File: config.mk
export PLATFORM = sky130hd
export DESIGN_NAME = sprite_motion_ctrl
export DESIGN_NICKNAME = d
export VERILOG_FILES = /design/src/rtl/sprite_pkg.sv /design/src/rtl/sprite_axis_step.sv /design/src/rtl/sprite_motion_ctrl.sv
export SDC_FILE = /design/constraint.sdc
export NUM_CORES = 1
export LEC_CHECK = 0
export BUFFER_PORTS_ARGS = -buffer_cell sky130_fd_sc_hd__buf_4
export CAP_MARGIN = 10
export CORE_MARGIN = 8
export CORE_UTILIZATION = 40
export DETAILED_ROUTE_END_ITERATION = 10
export GPL_TIMING_DRIVEN = 0
export PLACE_DENSITY = 0.68
export SKIP_LAST_GASP = 1
export SLEW_MARGIN = 20
export SYNTH_ARGS = -nofsm -noshare
export SYNTH_HDL_FRONTEND = slang
export SYNTH_SLANG_ARGS = --single-unit
File: constraint.sdc
create_clock -name clk -period 4.4 [get_ports clk]
set_clock_uncertainty 0.2 [all_clocks]
set_input_delay 0.88 -clock clk [delete_from_list [all_inputs] [get_ports clk]]
set_output_delay 0.88 -clock clk [all_outputs]
set_load 0.01 [all_outputs]
File: src/rtl/sprite_pkg.sv
`default_nettype none
// +---------------------------------------------------------------------------+
// | sprite_pkg : shared encodings and widths for the sprite motion engine     |
// | Revision   : 1.0 - initial release                                         |
// +---------------------------------------------------------------------------+
package sprite_pkg;

   // bit1: 0 = down, 1 = up; bit0: 0 = right, 1 = left
   typedef enum logic [1:0] {
      DIR_RD = 2'b00,
      DIR_LD = 2'b01,
      DIR_RU = 2'b10,
      DIR_LU = 2'b11
   } dir_t;

   localparam int DEF_SCR_W = 640;
   localparam int DEF_SCR_H = 480;
   localparam int POS_W     = 10;
   localparam int LVL_W     = 3;

endpackage : sprite_pkg
`default_nettype wire

File: src/rtl/sprite_axis_step.sv
`default_nettype none
// +---------------------------------------------------------------------------+
// | sprite_axis_step : saturating step of a position within [0, limit]        |
// |                    with a turn flag when the range edge is reached        |
// | Revision         : 1.0 - initial release                                   |
// +---------------------------------------------------------------------------+
module sprite_axis_step #(
   parameter int W         = 10,
   // 1: reaching an edge exactly counts as a turn; 0: only overshooting does
   parameter bit INCLUSIVE = 1'b1
)(
   input  logic [W-1:0] pos,
   input  logic [W-1:0] step,
   input  logic [W-1:0] limit,
   input  logic         dec,
   output logic [W-1:0] next_pos,
   output logic         turn
);

   logic [W:0] w_pos;
   logic [W:0] w_step;
   logic [W:0] w_limit;
   logic [W:0] w_sum;
   logic       w_hi_hit;
   logic       w_lo_hit;

   always_comb begin
      w_pos    = {1'b0, pos};
      w_step   = {1'b0, step};
      w_limit  = {1'b0, limit};
      w_sum    = w_pos + w_step;
      w_hi_hit = INCLUSIVE ? (w_sum >= w_limit) : (w_sum > w_limit);
      w_lo_hit = INCLUSIVE ? (w_pos <= w_step)  : (w_pos < w_step);
      next_pos = pos;
      turn     = 1'b0;
      if (dec) begin
         if (w_lo_hit) begin
            next_pos = '0;
            turn     = 1'b1;
         end else begin
            next_pos = W'(w_pos - w_step);
         end
      end else begin
         if (w_hi_hit) begin
            next_pos = limit;
            turn     = 1'b1;
         end else begin
            next_pos = W'(w_sum);
         end
      end
   end

endmodule : sprite_axis_step
`default_nettype wire

File: src/rtl/sprite_motion_ctrl.sv
`default_nettype none
// +---------------------------------------------------------------------------+
// | sprite_motion_ctrl : per-frame position/direction/speed/animation engine  |
// |                      for one sprite; SPRITE_MOTION_ANIM_EN builds anim    |
// | Revision           : 1.0 - initial release                                 |
// +---------------------------------------------------------------------------+
module sprite_motion_ctrl
   import sprite_pkg::*;
#(
   parameter int SCR_W     = DEF_SCR_W,
   parameter int SCR_H     = DEF_SCR_H,
   parameter int SPR_W     = 64,
   parameter int SPR_H     = 32,
   parameter int INIT_X    = 0,
   parameter int INIT_Y    = 200,
   parameter int ROW_STEP  = 8,
   parameter int JUMP      = 32,
   parameter int MAX_LEVEL = 4
)(
   input  logic             clk,
   input  logic             reset_n,
   input  logic             run,
   input  logic             frame_sync,
   input  logic             speed_step,
   input  logic             catch,
   output logic [POS_W-1:0] spr_x,
   output logic [POS_W-1:0] spr_y,
   output logic [1:0]       spr_dir,
   output logic [LVL_W-1:0] speed_level,
   output logic [2:0]       anim_frame
);

   localparam logic [POS_W-1:0] c_x_max     = POS_W'(SCR_W - SPR_W);
   localparam logic [POS_W-1:0] c_y_max     = POS_W'(SCR_H - SPR_H);
   localparam logic [POS_W-1:0] c_row_step  = POS_W'(ROW_STEP);
   localparam logic [POS_W-1:0] c_jump      = POS_W'(JUMP);
   localparam logic [POS_W-1:0] c_init_x    = POS_W'(INIT_X);
   localparam logic [POS_W-1:0] c_init_y    = POS_W'(INIT_Y);
   localparam logic [LVL_W-1:0] c_max_level = LVL_W'(MAX_LEVEL);

   logic [POS_W-1:0] r_x;
   logic [POS_W-1:0] r_y;
   dir_t             r_dir;
   logic [LVL_W-1:0] r_level;
   logic             r_pend;

   logic             w_update;
   logic             w_lift;
   logic [POS_W-1:0] w_speed;
   logic [POS_W-1:0] w_y_step;
   logic             w_y_dec;
   logic [POS_W-1:0] w_x_next;
   logic             w_x_turn;
   logic [POS_W-1:0] w_y_next;
   logic             w_y_turn;

   // A catch arriving with the frame pulse is folded into that same update.
   always_comb begin
      w_update = frame_sync & run;
      w_lift   = r_pend | catch;
      w_speed  = POS_W'(r_level) + POS_W'(1);
      w_y_step = w_lift ? c_jump : c_row_step;
      w_y_dec  = w_lift | r_dir[1];
   end

   sprite_axis_step #(
      .W         (POS_W),
      .INCLUSIVE (1'b1)
   ) u_x_axis (
      .pos      (r_x),
      .step     (w_speed),
      .limit    (c_x_max),
      .dec      (r_dir[0]),
      .next_pos (w_x_next),
      .turn     (w_x_turn)
   );

   // The y axis serves both the row step at a turn and the upward catch lift.
   sprite_axis_step #(
      .W         (POS_W),
      .INCLUSIVE (1'b0)
   ) u_y_axis (
      .pos      (r_y),
      .step     (w_y_step),
      .limit    (c_y_max),
      .dec      (w_y_dec),
      .next_pos (w_y_next),
      .turn     (w_y_turn)
   );

   always_ff @(posedge clk) begin
      if (!reset_n) begin
         r_x     <= c_init_x;
         r_y     <= c_init_y;
         r_dir   <= DIR_RD;
         r_level <= '0;
         r_pend  <= 1'b0;
      end else begin
         if (speed_step) begin
            r_level <= (r_level == c_max_level) ? '0 : r_level + 1'b1;
         end
         if (w_update) begin
            r_pend <= 1'b0;
            if (w_lift) begin
               r_y <= w_y_next;
            end else begin
               r_x <= w_x_next;
               if (w_x_turn) begin
                  r_y   <= w_y_next;
                  r_dir <= dir_t'({r_dir[1] ^ w_y_turn, ~r_dir[0]});
               end
            end
         end else if (catch) begin
            r_pend <= 1'b1;
         end
      end
   end

   assign spr_x       = r_x;
   assign spr_y       = r_y;
   assign spr_dir     = r_dir;
   assign speed_level = r_level;

`ifdef SPRITE_MOTION_ANIM_EN
   logic       r_anim_tgl;
   logic [2:0] r_anim;

   always_ff @(posedge clk) begin
      if (!reset_n) begin
         r_anim_tgl <= 1'b0;
         r_anim     <= 3'd0;
      end else if (w_update) begin
         r_anim_tgl <= ~r_anim_tgl;
         if (r_anim_tgl) begin
            r_anim <= r_anim + 3'd1;
         end
      end
   end

   assign anim_frame = r_anim;
`else
   assign anim_frame = 3'd0;
`endif

endmodule : sprite_motion_ctrl
`default_nettype wire

==> results of run 1 <==
==> worst paths after layout <==
path / from / to / slack [ns] / cells after the start
max: catch / spr_y[7]$_SDFFE_PN1P_ / 0.73 / 11
min: spr_y[5]$_SDFFE_PN0P_ / spr_y[5]$_SDFFE_PN0P_ / 0.32 / 2
min reg2reg: spr_y[5]$_SDFFE_PN0P_ / spr_y[5]$_SDFFE_PN0P_ / 0.32 / 2
max reg2reg: speed_level[0]$_SDFFE_PN0P_ / spr_y[4]$_SDFFE_PN0P_ / 0.79 / 12
==> power by group through the flow <==
stage | clock, mW | sequential (mW) | combinational [mW]
floorplan | 0 | 0.230 | 0.123
CTS | 0.144 | 0.224 | 0.172
finish | 0.142 | 0.224 | 0.173
global route | 0.154 | 0.225 | 0.192
detailed placement | 0 | 0.228 | 0.170
global placement | 0 | 0.228 | 0.167
==> flip-flops by register name (all words and copies together), names as in the netlist <==
signal,count
spr_y,7
spr_dir,2
spr_x,10
r_pend,1
speed_level,3
==> critical path: stages <==
cell      delay [ns]
buf_4           0.08
or2_2           0.09
clkbuf_1        0.25
inv_1           0.17
ha_1            0.26
or3_1           0.31
clkbuf_1        0.16
o41ai_1         0.87
nor2_1          0.13
o31ai_1         0.26
o211ai_1        0.13
==> layout by cell type, fill, tap and decap left out, drive strengths merged, types with 2 or more instances in the layout <==
master  count
or3         6
nand3      11
and2        3
xor2        3
a22oi       2
a21o        4
dfxtp      23
a21boi      4
inv        20
a31o        3
fa          2
a21oi      12
o21ai      25
nand2      17
a211o       2
ha         17
o21bai      2
clkbuf     17
and3        2
mux2        2
conb        6
xnor2       5
nor2b       5
or4         2
o32a        2
nand2b      7
a31oi       3
buf        38
nand4       3
nor3        8
o31ai       6
nand4b      2
o211ai      6
nand3b      3
nor4        4
o22ai       3
nor2       23
or2         2
mux2i       4
==> layer usage <==
layer,routed length [microns],up-vias
met5,0,-
met3,351,5
met4,34,0
li1,-,1121
met2,2910,74
met1,2690,1044
==> cells by family (layout without fill, tap and decap cells) <==
| kind of cell | Yosys count | in the layout | share of synthesized area, % |
|---|---|---|---|
| fa+ha+maj | 19 | 19 | 11.3 |
| buf+inv | 46 | 76 | 9.81 |
| mux | 6 | 6 | 2.80 |
| flops | 23 | 23 | 20.6 |
| xor+xnor | 8 | 8 | 3.14 |
| other cells | 1 | 6 | 0.168 |
| simple gates | 100 | 100 | 23.6 |
| compound gates | 90 | 90 | 28.5 |
==> metrics by stage <==
step	cells	cell area (sq um)	hold WS, ns	power [mW]	util, %
detailed placement	396	2530	0.309	0.399	46.6
global route	400	2580	0.370	0.571	47.5
floorplan	298	2250	0.309	0.354	-
CTS	400	2580	0.324	0.539	47.5
finish	400	2580	0.321	0.538	47.5
global placement	396	2530	0.296	0.396	46.6
==> area by class of cell <==
type                    count  area (sq um)  area share [%]
inverters                  20          75.1            2.91
well taps                  72          90.1            3.49
clock inverters             1          5.00           0.194
multi-input cells         229          1570            60.8
plain buffers              26           144            5.57
clock buffers               3          41.3            1.60
flip-flops and latches     23           460            17.8
repair buffers             26           195            7.56
==> out/metrics.yaml, run 1 <==
route:
  wire_per_inst_microns: 15.0
  drt_pass1_iterations: 5
  vias_per_cell: 5.61
  drcViolationCount: 0
  drt_iter0_markers: 162
  wl_microns: 5990
  antenna_left: 0
  vias: 2244
global_routing:
  use_met3_pct: 2.24
  grt_max_degree: 14
  grt_pass1_wl_microns: 10000
  grt_pass1_vias: 2114
  busiest_layer: "met2"
  grt-ovfl-total: 0
  track_usage_pct: 14.1
  globalRouteMet2Util_pct: 24.1
  antenna_found_initial: 0
  grt.met1_usage_pct: 18.3
yosys:
  synth_seq_cells: 23
  netlist.area_leader.share_pct: 20.6
  synth_area_leader_cell: "dfxtp_1"
  synth-async-reset-ratio_pct: 0
  synth_area_leaders: "dfxtp_1 (21%), ha_1 (9.5%), o21ai_0 (5.2%)"
  synth_ff_type: "dfxtp_1"
  synth.cells.most_frequent: "dfxtp_1 (23), nor2_1 (23), o21ai_0 (23), inv_1 (20)"
  ys_seq_area_share_pct: 20.6
  synthCells: 293
  synth_cell_type_count: 66
  synth_edf_count: 0
  synth_area_sq_um: 2230
  synth_warnings: 0
  syn_avg_cell_area_sq_um: 7.61
sta:
  tns_ns: 0
  setup_viol: 0
  hold_viol: 0
  finalCritPeriodShare_pct: 83.5
  period_needed_ns: 3.67
  worst_slack_ns: 0.728
  slew_headroom_pct: 28.8
  tightest_slew_ns: 1.05
  final_max_slew_viol_count: 0
  fmax_mhz: 272
  rsz0062_at_grt: "no"
clocking:
  root_buffer: "clkbuf_8"
  clk_latency_ns: 0.27
  clockBufferDepth: 2
  cts_buffers: 3
  cts_max_level: 1
  ctsHoldBuffers: 0
  post-cts-setup-buffers: 0
  cts_tree: "yes"
  clock_sinks: 23
  clk_pin_slew_worst_paths_ns: 0.10
  cts_resized: 0
power:
  vdd_drop_max_v: 0.000113
  power_frac_clock_pct: 26.4
  switchingPower_mw: 0.187
  powerDensity_nw_per_um2: 209
  power_frac_comb_pct: 32.1
  netSwitchingFraction_pct: 34.8
  p_seq_share_pct: 41.5
  p_int_mw: 0.351
  p_leak_nw: 1.10
finish:
  diodes: 0
  layout.nets: 354
  fillers: 557
  area_growth_pct: 15.7
  layout-drive-gt1-share_pct: 15.9
worst_setup_path:
  crit_path_end_kind: "register"
  crit_arrival_ns: 3.59
  timing.critical_path.from_type: "input port"
  crit_type: "input port to register"
  path_max_fanout: 6
  required_ns: 4.32
worst_hold_path:
  min_path_type: "register to register"
place:
  portBuffers: 26
  dp_slack_ns: 0.499
  dp_hpwl_microns: 4530
  place.gp.congestion: 0.907
floorplan:
  start_util_pct: 41.0
  die-area_sq_um: 8220
  core_sq_um: 5440
  rows: 27
  die_width_microns: 90.7
  die_h_microns: 90.7
  io_pins: 34
run:
  maxCapViolCount: 0
status:
  status: "finished, final reports clean"
No activity file was read; power rests on OpenSTA's default activity.
==> run 2, diff against run 1 <==
- ABC_AREA: unset -> 1
- PLACE_DENSITY: 0.68 -> 0.67
- clock period: 4.4 -> 3.4 ns (I/O delays scaled with it)
==> out/metrics.yaml, run 2 <==
floorplan:
  io_pins: 34  # unchanged
  core_sq_um: 5510  # +1.2%
  die_h_microns: 91.6  # +1.0%
  die_width_microns: 91.6  # +1.0%
  die-area_sq_um: 8390  # +2.1%
  rows: 27  # unchanged
  start_util_pct: 41.5  # +0.52 points
place:
  dp_slack_ns: 0.417  # -0.0816 ns
  portBuffers: 27  # +3.8%
  place.gp.congestion: 0.913  # +0.62%
  place_area_sq_um: 2600  # +2.5%
  dp_hpwl_microns: 4610  # +1.9%
sta:
  worst_slack_ns: 0.464  # -0.264 ns
  setup_viol: 0  # unchanged
  finalCritPeriodShare_pct: 86.4
  rsz0062_at_grt: "no"
  final_max_slew_viol_count: 0  # unchanged
  hold_viol: 0  # unchanged
  fmax_mhz: 341
  tns_ns: 0  # unchanged
  period_needed_ns: 2.94
  fin_hold_ws_ns: 0.320  # -0.00174 ns
clocking:
  cts_max_level: 1  # unchanged
  ctsHoldBuffers: 0  # unchanged
  cts_buffers: 3  # unchanged
  clk_latency_ns: 0.27  # about the same
  cts_tree: "yes"
  clk_pin_slew_worst_paths_ns: 0.09  # about the same
  cts_resized: 0  # unchanged
  root_buffer: "clkbuf_8"
  post-cts-setup-buffers: 0  # unchanged
  clockBufferDepth: 2  # unchanged
  clock_sinks: 23  # unchanged
global_routing:
  antenna_found_initial: 0  # unchanged
  grt_max_degree: 14  # unchanged
  grt_pass1_wl_microns: 9810  # -1.9%
  grt-ovfl-total: 0  # unchanged
  track_usage_pct: 13.6  # -0.47 points
  grt_pass1_vias: 2155  # +1.9%
power:
  p_leak_nw: 1.40  # +27%
  power_frac_clock_pct: 24.0  # -2.4 points
  vdd_drop_max_v: 0.000153  # +36%
  p_int_mw: 0.475  # +35%
  netSwitchingFraction_pct: 37.6  # +2.8 points
  p_seq_share_pct: 39.4  # -2.1 points
  power_frac_comb_pct: 36.6  # +4.5 points
  switchingPower_mw: 0.286  # +53%
  powerDensity_nw_per_um2: 288  # +38%
finish:
  layout_commonest_cell: "nand2_1"
  fillers: 581  # +4.3%
  layout-drive-gt1-share_pct: 16.1  # +0.28 points
  final_cell_mix: "nand2_1 (101), inv_1 (47), nand3_1 (36)"
  regArea_sq_um: 460  # unchanged
  diodes: 0  # unchanged
  area_growth_pct: 15.6  # about the same
  largest_reg_flops: 10  # unchanged
  stdcell_area_sq_um: 2650  # +2.5%
  multiInputGateArea_sq_um: 1530  # -2.9%
  final_util_pct: 48.0  # +0.58 points
  layout.nets: 435  # +23%
route:
  antenna_left: 0  # unchanged
  drcViolationCount: 0  # unchanged
  wire_per_inst_microns: 12.0  # -20%
  vias: 2340  # +4.3%
  vias_per_cell: 4.86  # -13%
  drt_iter0_markers: 114  # -30%
  wl_microns: 5790  # -3.4%
  drt_pass1_iterations: 4  # -1
yosys:
  ys_seq_area_share_pct: 20.1  # -0.51 points
  synth_area_sq_um: 2290  # +2.5%
  synth_area_leaders: "dfxtp_1 (20%), nand2_1 (17%), ha_1 (9.3%)"
  netlist.area_leader.share_pct: 20.1  # -0.51 points
  synth-async-reset-ratio_pct: 0  # unchanged
  synth_ff_type: "dfxtp_1"
  syn_avg_cell_area_sq_um: 6.13  # -19%
  synth_warnings: 0  # unchanged
  synth_edf_count: 0  # unchanged
  synthMostInstantiatedCell: "nand2_1"
  synth_seq_cells: 23  # unchanged
  synth_area_leader_cell: "dfxtp_1"
  synthCells: 373  # +27%
  synth.cells.most_frequent: "nand2_1 (101), inv_1 (47), nand3_1 (36), a21oi_1 (31), nor2_1 (26)"
  synth_cell_type_count: 31  # -53%
worst_setup_path:
  crit_chain: "inv_1 -> ha_1 -> inv_1 -> fa_1 -> nand3_1 -> nand2_1 -> a211oi_1 -> nand2_1 -> nand3_2 -> buf_6 -> nand3_2 -> nand2_1 -> nor2_1"
  crit_arrival_ns: 2.91  # -0.68 ns
  timing.critical_path.from_type: "register"
  critPathMaxStageDelay_ns: 0.44  # -0.43 ns
  worst-path-buf-inv: 3  # -1
  crit_type: "register to register"
  crit_top_cell: "nand2_1"
  path_max_fanout: 10  # +4
  crit_path_end_kind: "register"
  critPathSlowestCell: "fa_1"
  required_ns: 3.37  # -0.95 ns
  crit_family: "adder cells"
run:
  maxCapViolCount: 0  # unchanged
worst_hold_path:
  min_path_type: "register to register"
status:
  status: "finished, final reports clean"
==> run 2: cell count changes after synthesis, moves of 10 or more <==
cell / change
nand2_1: +84
o21ai_0: -10
a21oi_1: +19
inv_1: +27
clkbuf_1: -13
nand3_1: +25
==> run 2: layer usage <==
metal  wire length (microns)  vias to the layer above  part of all wire (%)  global-route usage (%)
met5                       0                        -                     0                       0
met2                    2390                       47                    41                    21.5
met1                    3050                     1028                    53                    18.2
met3                     287                        9                   5.0                    3.10
li1                        -                     1256                     -                       -
met4                      58                        0                   1.0                    3.27
==> run 2: area by class of cell <==
class                   instances  share of cell area, %
plain buffers                  18                   4.30
clock buffers                   3                   1.56
clock inverters                 1                  0.189
inverters                      55                   7.81
multi-input cells             282                   57.7
flip-flops and latches         23                   17.4
well taps                      72                   3.41
repair buffers                 27                   7.66
==> run 2: worst reg2reg max path, cell delays in order, from the launching register on <==
cell and delay, ns:
dfxtp_1 0.40, inv_1 0.12, ha_1 0.35, inv_1 0.11, fa_1 0.44, nand3_1 0.10, nand2_1 0.14, a211oi_1 0.35
nand2_1 0.17, nand3_2 0.13, buf_6 0.15, nand3_2 0.06, nand2_1 0.07, nor2_1 0.04
==> run 2: cells by family (layout without fill, tap and decap cells) <==
logic type / after synthesis / in the layout / share of synthesized area, %
other cells: 1 / 6 / 0.164
xor+xnor: 13 / 13 / 4.98
fa+ha+maj: 19 / 19 / 11.1
simple gates: 194 / 194 / 38.3
compound gates: 50 / 50 / 11.4
buf+inv: 73 / 104 / 14.0
flops: 23 / 23 / 20.1
==> run 2: power groups by stage <==
stage                     registers [mW]  clock network, mW  logic, mW
after floorplan                    0.309                  0      0.201
after global placement             0.305                  0      0.276
after detailed placement           0.306                  0      0.276
after CTS                          0.300              0.184      0.278
after global routing               0.302              0.194      0.318
final                              0.300              0.183      0.279
==> run 2: path summary, 6_finish.rpt <==
path	cells past startpoint	slack [ns]	start	end
max	13	0.46	speed_level[0]$_SDFFE_PN0P_	spr_y[9]$_SDFFE_PN0P_
min reg2reg	2	0.32	spr_x[0]$_SDFFE_PN0P_	spr_x[0]$_SDFFE_PN0P_
max reg2reg	13	0.46	speed_level[0]$_SDFFE_PN0P_	spr_y[9]$_SDFFE_PN0P_
min	2	0.32	spr_x[0]$_SDFFE_PN0P_	spr_x[0]$_SDFFE_PN0P_
==> run 2: stage by stage <==
stage                     cells  total power, mW
after detailed placement    477            0.582
final                       481            0.761
after global routing        481            0.814
after CTS                   481            0.761
after global placement      477            0.581
after floorplan             378            0.510
==> run 3, diff against run 2 <==
- PLACE_DENSITY: 0.67 -> 0.65
- SYNTH_HIERARCHICAL: unset -> 1
==> out/metrics.yaml, run 3 <==
status:
  status: "complete, but fails checks"
  violations: "setup timing"
worst_hold_path:
  min_path_type: "register to register"
power:
  netSwitchingFraction_pct: 46.9  # +9.3 points
  p_leak_nw: 3.02  # +120%
  finalPower_mw: 1.86  # +140%
  p_seq_share_pct: 19.2  # -20 points
  power_frac_comb_pct: 65.3  # +29 points
  powerDensity_nw_per_um2: 325  # +13%
  vdd_drop_max_v: 0.000165  # +7.6%
  switchingPower_mw: 0.872  # +200%
  power_frac_clock_pct: 15.5  # -8.5 points
  p_int_mw: 0.988  # +110%
clocking:
  root_buffer: "clkbuf_8"
  clock_sinks: 26  # +13%
  cts_max_level: 1  # unchanged
  clk_latency_ns: 0.29  # +0.02 ns
  ctsHoldBuffers: 0  # unchanged
  clockBufferDepth: 2  # unchanged
  clk_pin_slew_worst_paths_ns: 0.12  # +0.03 ns
  cts_buffers: 3  # unchanged
  cts_tree: "yes"
run:
  maxCapViolCount: 0  # unchanged
sta:
  period_needed_ns: 3.58  # +0.646 ns
  setup_viol: 20  # +20
  worst_slack_ns: -0.182  # -0.646 ns
  rsz0062_at_grt: "yes"
  finalCritPeriodShare_pct: 105  # +19 points
  fmax_mhz: 279  # -18%
  tightest_slew_ns: 0.773
  slew_headroom_pct: 48.4
  fin_hold_ws_ns: 0.320  # +0.000721 ns
  final_max_slew_viol_count: 0  # unchanged
  hold_viol: 0  # unchanged
worst_setup_path:
  worst-path-buf-inv: 6  # +3
  crit_arrival_ns: 3.55  # +0.64 ns
  crit_type: "register to register"
  required_ns: 3.37  # about the same
  crit_family: "simple AND/OR/NAND/NOR gates"
  crit_top_cell: "nand2_4"
  path_max_fanout: 5  # -5
  critPathMaxStageDelay_ns: 0.39  # -0.05 ns
  crit_path_end_kind: "register"
  timing.critical_path.from_type: "register"
  critPathSlowestCell: "dfxtp_4"
  regToRegSetupSlack_ns: -0.18  # -0.65 ns
route:
  drt_pass1_iterations: 5  # +1
  drt_iter0_markers: 273  # +140%
  vias_per_cell: 4.85  # -0.33%
  wl_microns: 12600  # +120%
  wire_per_inst_microns: 13.5  # +12%
  antenna_left: 0  # unchanged
  drcViolationCount: 0  # unchanged
  vias: 4553  # +95%
global_routing:
  grt-ovfl-total: 0  # unchanged
  track_usage_pct: 17.1  # +3.5 points
  grt_pass1_vias: 4226  # +96%
  grt_pass1_wl_microns: 20200  # +110%
  grt_max_degree: 16  # +2
  antenna_found_initial: 0  # unchanged
yosys:
  netlist.area_leader.share_pct: 18.1  # -2.0 points
  synth_cell_type_count: 41  # +32%
  ys_seq_area_share_pct: 12.2  # -8.0 points
  synth_edf_count: 0  # unchanged
  synth_area_sq_um: 4280  # +87%
  syn_avg_cell_area_sq_um: 6.31  # +2.9%
  synth_seq_cells: 26  # +13%
  synth-async-reset-ratio_pct: 0  # unchanged
  synth_warnings: 6  # +6
  synthCells: 678  # +82%
  synth_ff_type: "dfxtp_1"
  synth_area_leader_cell: "ha_1"
  synth.cells.most_frequent: "nand2_1 (163), inv_1 (106), nor2_1 (65), ha_1 (62), nand3_1 (54)"
  synth_area_leaders: "ha_1 (18%), nand2_1 (14%), dfxtp_1 (12%)"
  synthMostInstantiatedCell: "nand2_1"
floorplan:
  core_sq_um: 10400  # +88%
  rows: 37  # +37%
  start_util_pct: 41.2  # -0.30 points
  die_h_microns: 119  # +30%
  io_pins: 34  # unchanged
  die-area_sq_um: 14300  # +70%
  die_width_microns: 119  # +30%
finish:
  final_cell_mix: "nand2_1 (144), inv_1 (96), conb_1 (61)"
  multiInputGateArea_sq_um: 3750  # +150%
  area_growth_pct: 33.7
  fillers: 1029  # +77%
  final_util_pct: 55.1  # +7.1 points
  diodes: 0  # unchanged
  layout_commonest_cell: "nand2_1"
  layout-drive-gt1-share_pct: 26.2  # +10 points
  regArea_sq_um: 532  # +15%
  layout.nets: 876  # +100%
place:
  place.gp.congestion: 0.928  # +1.7%
  dp_hpwl_microns: 9510  # +110%
  portBuffers: 30  # +11%
[run 3: cell types whose count changed in the layout (fill, tap and decap cells not counted), moves of 10 or more]
cell	change
buf_4	+25
nand2_4	+12
nand2_1	+43
nor2_1	+30
nand3_2	+17
buf_6	+17
ha_1	+36
inv_1	+49
nand4_1	+10
conb_1	+55
nand2_2	+13
[run 3: kinds of logic (layout without fill, tap and decap cells)]
family / count (synthesis) / in the layout / share of synthesized area (%)
DFF: 26 / 26 / 12.2
xor gates and xnor gates: 22 / 22 / 4.51
buffers and inverters: 142 / 208 / 15.5
and+or+nand+nor: 348 / 348 / 38.1
other: 2 / 61 / 0.176
adders and majority gates: 66 / 66 / 20.0
AOI/OAI and AO/OA: 72 / 72 / 9.57
[run 3: power groups by stage]
stage	logic [mW]	registers, mW	clock network (mW)
floorplan	0.715	0.365	0
global placement	0.925	0.362	0
detailed placement	0.938	0.363	0
CTS	1.04	0.356	0.294
global route	1.35	0.361	0.306
finish	1.21	0.357	0.288
[run 3: timing repair]
item / 4_1_cts / 5_1_grt
buffers inserted: 14 / 19
pin swaps: 29 / 45
endpoints found under the hold margin: 0 / 0
gates resized for setup: 43 / 83
cloned: 0 / 1
setup endpoints to repair: 22 / 22
[run 3: path summary, 6_finish.rpt]
kind                                     from                 endpoint  cells past startpoint
setup / recovery  speed_level[0]$_SDFFE_PN0P_    spr_y[6]$_SDFFE_PN1P_                     28
hold / removal        spr_dir[1]$_SDFFE_PN0P_  spr_dir[1]$_SDFFE_PN0P_                      2
setup reg to reg  speed_level[0]$_SDFFE_PN0P_    spr_y[6]$_SDFFE_PN1P_                     28
hold reg to reg       spr_dir[1]$_SDFFE_PN0P_  spr_dir[1]$_SDFFE_PN0P_                      2
[run 3: per-layer routing]
layer / vias to the layer above / GRT usage (%) / wire, microns
li1: 2331 / - / -
met4: 0 / 4.68 / 250
met1: 2085 / 23.4 / 6150
met2: 114 / 26.8 / 5580
met3: 23 / 3.40 / 654
met5: - / 0 / 0
[run 3: worst min-delay path, cell delays in order, from the launching register on]
cell and delay, ns:
dfxtp_1 0.36, nand2_1 0.07, a21oi_1 0.05
[run 3: cell type report]
| class | count | area share, % |
|---|---|---|
| Inverter | 117 | 8.12 |
| Clock buffer | 3 | 0.722 |
| Sequential cell | 26 | 9.30 |
| Multi-Input combinational cell | 569 | 65.6 |
| Clock inverter | 1 | 0.525 |
| Tap cell | 136 | 2.98 |
| Buffer | 23 | 3.57 |
| Timing Repair inverter | 1 | 0.153 |
| Timing Repair Buffer | 63 | 9.08 |
[run 3: through the flow]
| step | cell area (sq um) | setup TNS [ns] | worst slack [ns] | cells |
|---|---|---|---|---|
| 2_1_floorplan | 4520 | 0 | 0.00209 | 737 |
| 3_3_place_gp | 4920 | -6.99 | -0.474 | 903 |
| 3_5_place_dp | 4920 | -8.55 | -0.527 | 903 |
| 4_1_cts | 5260 | -2.93 | -0.216 | 921 |
| 5_1_grt | 5720 | -6.71 | -0.386 | 939 |
| 6_report | 5720 | -2.51 | -0.182 | 939 |
